$ cat src/rtl/psc_trigger_rx.sv
// PSC serial trigger link receiver: recovers frame alignment from the bit stream,
// decodes idle/trigger/corrupt frames and tracks lock and frame-error statistics.
module psc_trigger_rx #(
    parameter int unsigned       WIDTH           = 100,
    parameter logic [WIDTH-1:0]  IDLE_PATTERN    = WIDTH'(100'hC0C0C0C0C0C0C0C0C0C0C0C0C),
    parameter logic [WIDTH-1:0]  TRIGGER_PATTERN = WIDTH'(100'hFF00FF00FF00FF00FF00FF00F),
    parameter int unsigned       LOCK_FRAMES     = 4,
    parameter int unsigned       LOSS_FRAMES     = 3
) (
    input  logic        pll_clock,
    input  logic        reset,
    input  logic        psc_input,
    output logic        trigger_out,
    output logic        locked,
    output logic        frame_error,
    output logic [15:0] frame_errors
);

    localparam int unsigned CNT_W   = $clog2(WIDTH);
    localparam int unsigned MATCH_W = $clog2(LOCK_FRAMES + 1);
    localparam int unsigned BAD_W   = $clog2(LOSS_FRAMES + 1);

    localparam logic [CNT_W-1:0] FRAME_LAST = CNT_W'(WIDTH - 1);

    localparam logic [1:0] ST_HUNT   = 2'd0;
    localparam logic [1:0] ST_VERIFY = 2'd1;
    localparam logic [1:0] ST_LOCKED = 2'd2;

    logic               sync1_q, sync1_d;
    logic               sync2_q, sync2_d;
    logic [WIDTH-1:0]   shreg_q, shreg_d;
    logic [CNT_W-1:0]   frame_cnt_q, frame_cnt_d;
    logic [MATCH_W-1:0] match_cnt_q, match_cnt_d;
    logic [BAD_W-1:0]   bad_cnt_q, bad_cnt_d;
    logic [1:0]         state_q, state_d;
    logic               trigger_out_q, trigger_out_d;
    logic               frame_error_q, frame_error_d;
    logic               locked_q, locked_d;
    logic [15:0]        frame_errors_q, frame_errors_d;

    logic               is_idle;
    logic               is_trigger;
    logic               boundary;
    logic [MATCH_W-1:0] match_inc;
    logic [BAD_W-1:0]   bad_inc;

    // State and datapath registers
    always_ff @(posedge pll_clock or negedge reset) begin
        if (!reset) begin
            sync1_q        <= 1'b0;
            sync2_q        <= 1'b0;
            shreg_q        <= '0;
            frame_cnt_q    <= '0;
            match_cnt_q    <= '0;
            bad_cnt_q      <= '0;
            state_q        <= ST_HUNT;
            trigger_out_q  <= 1'b0;
            frame_error_q  <= 1'b0;
            locked_q       <= 1'b0;
            frame_errors_q <= '0;
        end else begin
            sync1_q        <= sync1_d;
            sync2_q        <= sync2_d;
            shreg_q        <= shreg_d;
            frame_cnt_q    <= frame_cnt_d;
            match_cnt_q    <= match_cnt_d;
            bad_cnt_q      <= bad_cnt_d;
            state_q        <= state_d;
            trigger_out_q  <= trigger_out_d;
            frame_error_q  <= frame_error_d;
            locked_q       <= locked_d;
            frame_errors_q <= frame_errors_d;
        end
    end

    assign is_idle    = (shreg_q == IDLE_PATTERN);
    assign is_trigger = (shreg_q == TRIGGER_PATTERN);
    assign boundary   = (frame_cnt_q == FRAME_LAST);
    assign match_inc  = match_cnt_q + MATCH_W'(1);
    assign bad_inc    = bad_cnt_q + BAD_W'(1);

    // Next-state, frame classification and output decode
    always_comb begin
        sync1_d        = psc_input;
        sync2_d        = sync1_q;
        shreg_d        = {shreg_q[WIDTH-2:0], sync2_q};
        frame_cnt_d    = boundary ? '0 : frame_cnt_q + CNT_W'(1);
        match_cnt_d    = match_cnt_q;
        bad_cnt_d      = bad_cnt_q;
        state_d        = state_q;
        trigger_out_d  = 1'b0;
        frame_error_d  = 1'b0;
        frame_errors_d = frame_errors_q;

        case (state_q)
            ST_HUNT: begin
                if (is_idle) begin
                    frame_cnt_d = '0;
                    match_cnt_d = MATCH_W'(1);
                    state_d     = ST_VERIFY;
                end
            end
            ST_VERIFY: begin
                if (boundary) begin
                    if (is_idle) begin
                        match_cnt_d = match_inc;
                        if (match_inc == MATCH_W'(LOCK_FRAMES)) begin
                            state_d   = ST_LOCKED;
                            bad_cnt_d = '0;
                        end
                    end else begin
                        state_d = ST_HUNT;
                    end
                end
            end
            ST_LOCKED: begin
                if (boundary) begin
                    if (is_idle) begin
                        bad_cnt_d = '0;
                    end else if (is_trigger) begin
                        trigger_out_d = 1'b1;
                        bad_cnt_d     = '0;
                    end else begin
                        frame_error_d = 1'b1;
                        bad_cnt_d     = bad_inc;
                        if (frame_errors_q != 16'hFFFF) begin
                            frame_errors_d = frame_errors_q + 16'd1;
                        end
                        if (bad_inc == BAD_W'(LOSS_FRAMES)) begin
                            state_d = ST_HUNT;
                        end
                    end
                end
            end
            default: state_d = ST_HUNT;
        endcase

        locked_d = (state_d == ST_LOCKED);
    end

    assign trigger_out  = trigger_out_q;
    assign frame_error  = frame_error_q;
    assign locked       = locked_q;
    assign frame_errors = frame_errors_q;

endmodule

$ cat config.mk
export PLATFORM = sky130hd
export DESIGN_NAME = psc_trigger_rx
export DESIGN_NICKNAME = d
export VERILOG_FILES = /design/src/rtl/psc_trigger_rx.sv
export SDC_FILE = /design/constraint.sdc
export NUM_CORES = 1
export LEC_CHECK = 0
export ABC_CLOCK_PERIOD_IN_PS = 2300
export CORE_MARGIN = 8
export CORE_UTILIZATION = 30
export DETAILED_ROUTE_END_ITERATION = 10
export PLACE_DENSITY = 0.44
export SLEW_MARGIN = 20
export SYNTH_ARGS = -nofsm -noshare
export SYNTH_HDL_FRONTEND = slang
export SYNTH_SLANG_ARGS = --single-unit
$ cat constraint.sdc
create_clock -name pll_clock -period 2.3 [get_ports pll_clock]
set_clock_uncertainty 0.1 [all_clocks]
set_input_delay 0.46 -clock pll_clock [delete_from_list [all_inputs] [get_ports pll_clock]]
set_output_delay 0.46 -clock pll_clock [all_outputs]
set_load 0.05 [all_outputs]
==> results of run 1 <==
-- cell type report --
cell class                 count  area [sq um]  area share (%)
clock buffer                  19           443            7.49
sequential                   135          3380            57.1
multi-input combinational    172          1310            22.2
tap                          188           235            3.98
timing repair buffer          39           372            6.28
clock inverter                13           160            2.71
inverter                       4          15.0           0.254
-- worst max-delay path, delay by kind of cell (launching register included) --
kind               cells  cell delay [ns]
AOI/OAI and AO/OA      1             0.12
and+or+nand+nor        4             1.23
DFF                    1             0.39
muxes                  1             0.31
-- state kept, by name, indices dropped and copies added (netlist names), 2 cells and up --
signal / count
shreg_q: 100
frame_cnt_q: 7
frame_errors: 16
match_cnt_q: 3
state_q: 2
bad_cnt_q: 2
-- cells by family after synthesis --
| family | after synthesis | share of synthesized area [%] |
|---|---|---|
| adders and majority gates | 5 | 1.36 |
| xor gates and xnor gates | 19 | 3.61 |
| buffers and inverters | 8 | 0.867 |
| AOI/OAI and AO/OA | 10 | 1.60 |
| DFF | 135 | 73.2 |
| muxes | 3 | 0.813 |
| and+or+nand+nor | 135 | 18.6 |
-- worst paths after layout --
path | start | to | cells after the start
min in group asynchronous | reset | shreg_q[66] | 2
worst min register to register | sync2_q | shreg_q[0] | 0
worst max register to register | shreg_q[91] | frame_errors[1] | 6
worst max-delay path | shreg_q[91] | frame_errors[1] | 6
worst min-delay path | sync2_q | shreg_q[0] | 0
max in group asynchronous | reset | frame_cnt_q[0] | 3
-- metal layers --
layer,track usage (%),up-vias
met5,0,-
met1,13.3,1362
met4,6.00,0
met2,13.7,37
li1,-,1252
met3,3.13,18
-- power groups by stage --
| stage | registers [mW] | logic (mW) | clock network (mW) |
|---|---|---|---|
| detailed placement | 2.49 | 0.0714 | 0 |
| CTS | 2.45 | 0.0738 | 2.82 |
| finish | 2.45 | 0.0722 | 2.74 |
| floorplan | 2.48 | 0.0104 | 0 |
| global route | 2.46 | 0.0853 | 2.95 |
| global placement | 2.49 | 0.0710 | 0 |
-- through the flow --
stage | setup TNS [ns] | setup slack, ns | utilization [%] | hold WS (ns)
finish | 0 | 0.0400 | 39.1 | 0.249
global route | -0.561 | -0.0717 | 39.1 | 0.269
CTS | -0.0439 | -0.0140 | 38.4 | 0.252
detailed placement | -0.806 | -0.114 | 34.0 | 0.237
global placement | -0.545 | -0.0992 | 34.0 | 0.239
floorplan | 0 | 0.196 | - | 0.0644
-- synthesized netlist by cell type, drive strengths merged (6+ instances only) --
library cell / instances
nor4b: 10
o21ai: 7
nor2: 16
nand3: 17
xnor2: 14
nand2: 26
dfrtp: 135
nor4bb: 9
nor4: 17
nand4: 13
nor3: 6
-- repair_timing --
action                                 in CTS  in global routing
gates cloned                                0                  0
resized for setup                           7                 15
setup endpoints to repair                  10                 28
setup buffers                               1                  2
hold buffers                                1                  0
endpoints found under the hold margin      33                  0
pin swaps                                  11                  9
==> impl_metrics.csv, run 1 <==
group,metric,value,unit
worst_setup_path,critPathRequiredTime,2.50,ns
drt,met2_length,3920,um
final_layout,final_common_cell,"dfrtp_1",
sta,relSlewSlack,65.5,%
cts,clock_latency,0.41,ns
worst_setup_path,worst-path-max-fanout,6,
job,cap_viol_max_count,0,
final_layout,final_cell_mix,"135 x dfrtp_1, 25 x nand2_1, 17 x clkbuf_16",
logic_synthesis,syn-num-nets,323,
sta,worst_pin_slew,0.516,ns
logic_synthesis,synth_area_leaders,"dfrtp_1 73%, xnor2_1 2.7%, nand2_1 2.1%",
power,p_leak,2.65,nW
final_layout,syn_to_final_growth,28.1,%
worst_setup_path,rrSetupSlack,0.04,ns
worst_setup_path,slowest_stage,"or4bb_1",
sta,fmax,442,MHz
drt,first_pass_iters,4,
final_layout,final_nets,377,
grt,grt_pass1_wl,15000,um
final_layout,antenna_cells,0,
logic_synthesis,synthCells,315,
power,clock_power_share,52.0,%
drt,drt_iter0_drc,190,
logic_synthesis,synth_top_area_share,73.2,%
drt,viasPerCell,4.68,
die,start_util,30.5,%
logic_synthesis,syn_area,4620,sq um
drt,ant_nets,0,
worst_setup_path,slowest_delay,0.52,ns
grt,grt_max_degree,53,
placement,placed_area,5150,sq um
sta,slew_violations,0,
power,power_frac_seq,46.6,%
logic_synthesis,synth_edf_count,0,
status,run_status,"completed",
worst_setup_path,crit_chain,"or4bb_1 > nor4_2 > and4_1 > o21ai_2 > nor3b_4 > mux2_4",
sta,rsz0062_at_grt,"true",
die,dieWidth,140,um
cts,cts_buffers,17,
drt,wire_per_inst,15.3,um
drt,dr_wl_met3,268,um
worst_hold_path,hold_class,"reg -> reg",
cts,clock_sinks,135,
worst_setup_path,critPathArrivalTime,2.46,ns
worst_setup_path,critPathLaunchType,"register",
grt,grt-ovfl-total,0,
placement,hpwl,5860,um
logic_synthesis,ys_warn_count,0,
drt,vias,2669,
sta,period_share,98.3,%
cts,root_buffer,"clkbuf_16",
cts,cts_tree,"yes",
grt,grt_usage,9.90,%
sta,period_minus_slack,2.26,ns
logic_synthesis,synth_area_per_cell,14.7,sq um
logic_synthesis,synth_top_area_cell,"dfrtp_1",
power,max-vdd-ir-drop,0.483,mV
drt,drc,0,
logic_synthesis,ys_ff_latch,135,
cts,ctsHtreeMaxLevel,4,
final_layout,final_cells,570,
worst_setup_path,cp-end-kind,"register",
final_layout,postLayoutCellArea,5910,sq um
placement,place.gp.congestion,0.718,
worst_setup_path,path_class,"reg -> reg",
power,netSwitchingFraction,22.1,%
logic_synthesis,async_flop_share,100,%
power,power.internal,4.11,mW
die,rows,45,
cts,path_clk_slew,0.06,ns
logic_synthesis,ys_dominant_reg_cell,"dfrtp_1",
logic_synthesis,yosysUniqueCellTypes,39,
placement,dp.cells,534,
power,comb_power_share,1.4,%
drt,top_layer,"met4",
sta,setup_viol,0,
die,coreArea,15100,sq um
grt,grt_antenna_before_repair,0,
power,p_total,5.27,mW
sta,hold_violations,0,
die,die_y,140,um
drt,routed_wl,8720,um
die,dieArea,19600,sq um
grt,grt_pass1_vias,2849,
power,power.switching,1.16,mW
cts,clockBufferDepth,2,
placement,io_buffers,21,
power,power_density,891,nW/um^2
final_layout,final_layout_size_suffix_gt1_share,20.2,%
final_layout,fillers,1417,
drt,wirelength_met1,4320,um
logic_synthesis,yosysSeqAreaShare,73.2,%
die,io_pins,22,
Note: power is estimated with default switching activity, not from simulation.
==> run 2: changes to the inputs <==
--- a/config.mk
+++ b/config.mk
@@ -5,7 +5,6 @@
 export SDC_FILE = /design/constraint.sdc
 export NUM_CORES = 1
 export LEC_CHECK = 0
-export ABC_CLOCK_PERIOD_IN_PS = 2300
 export CORE_MARGIN = 8
 export CORE_UTILIZATION = 30
 export DETAILED_ROUTE_END_ITERATION = 10
==> results of run 2 <==
No change in the layout: final DEF, timing and power equal those of run 1.
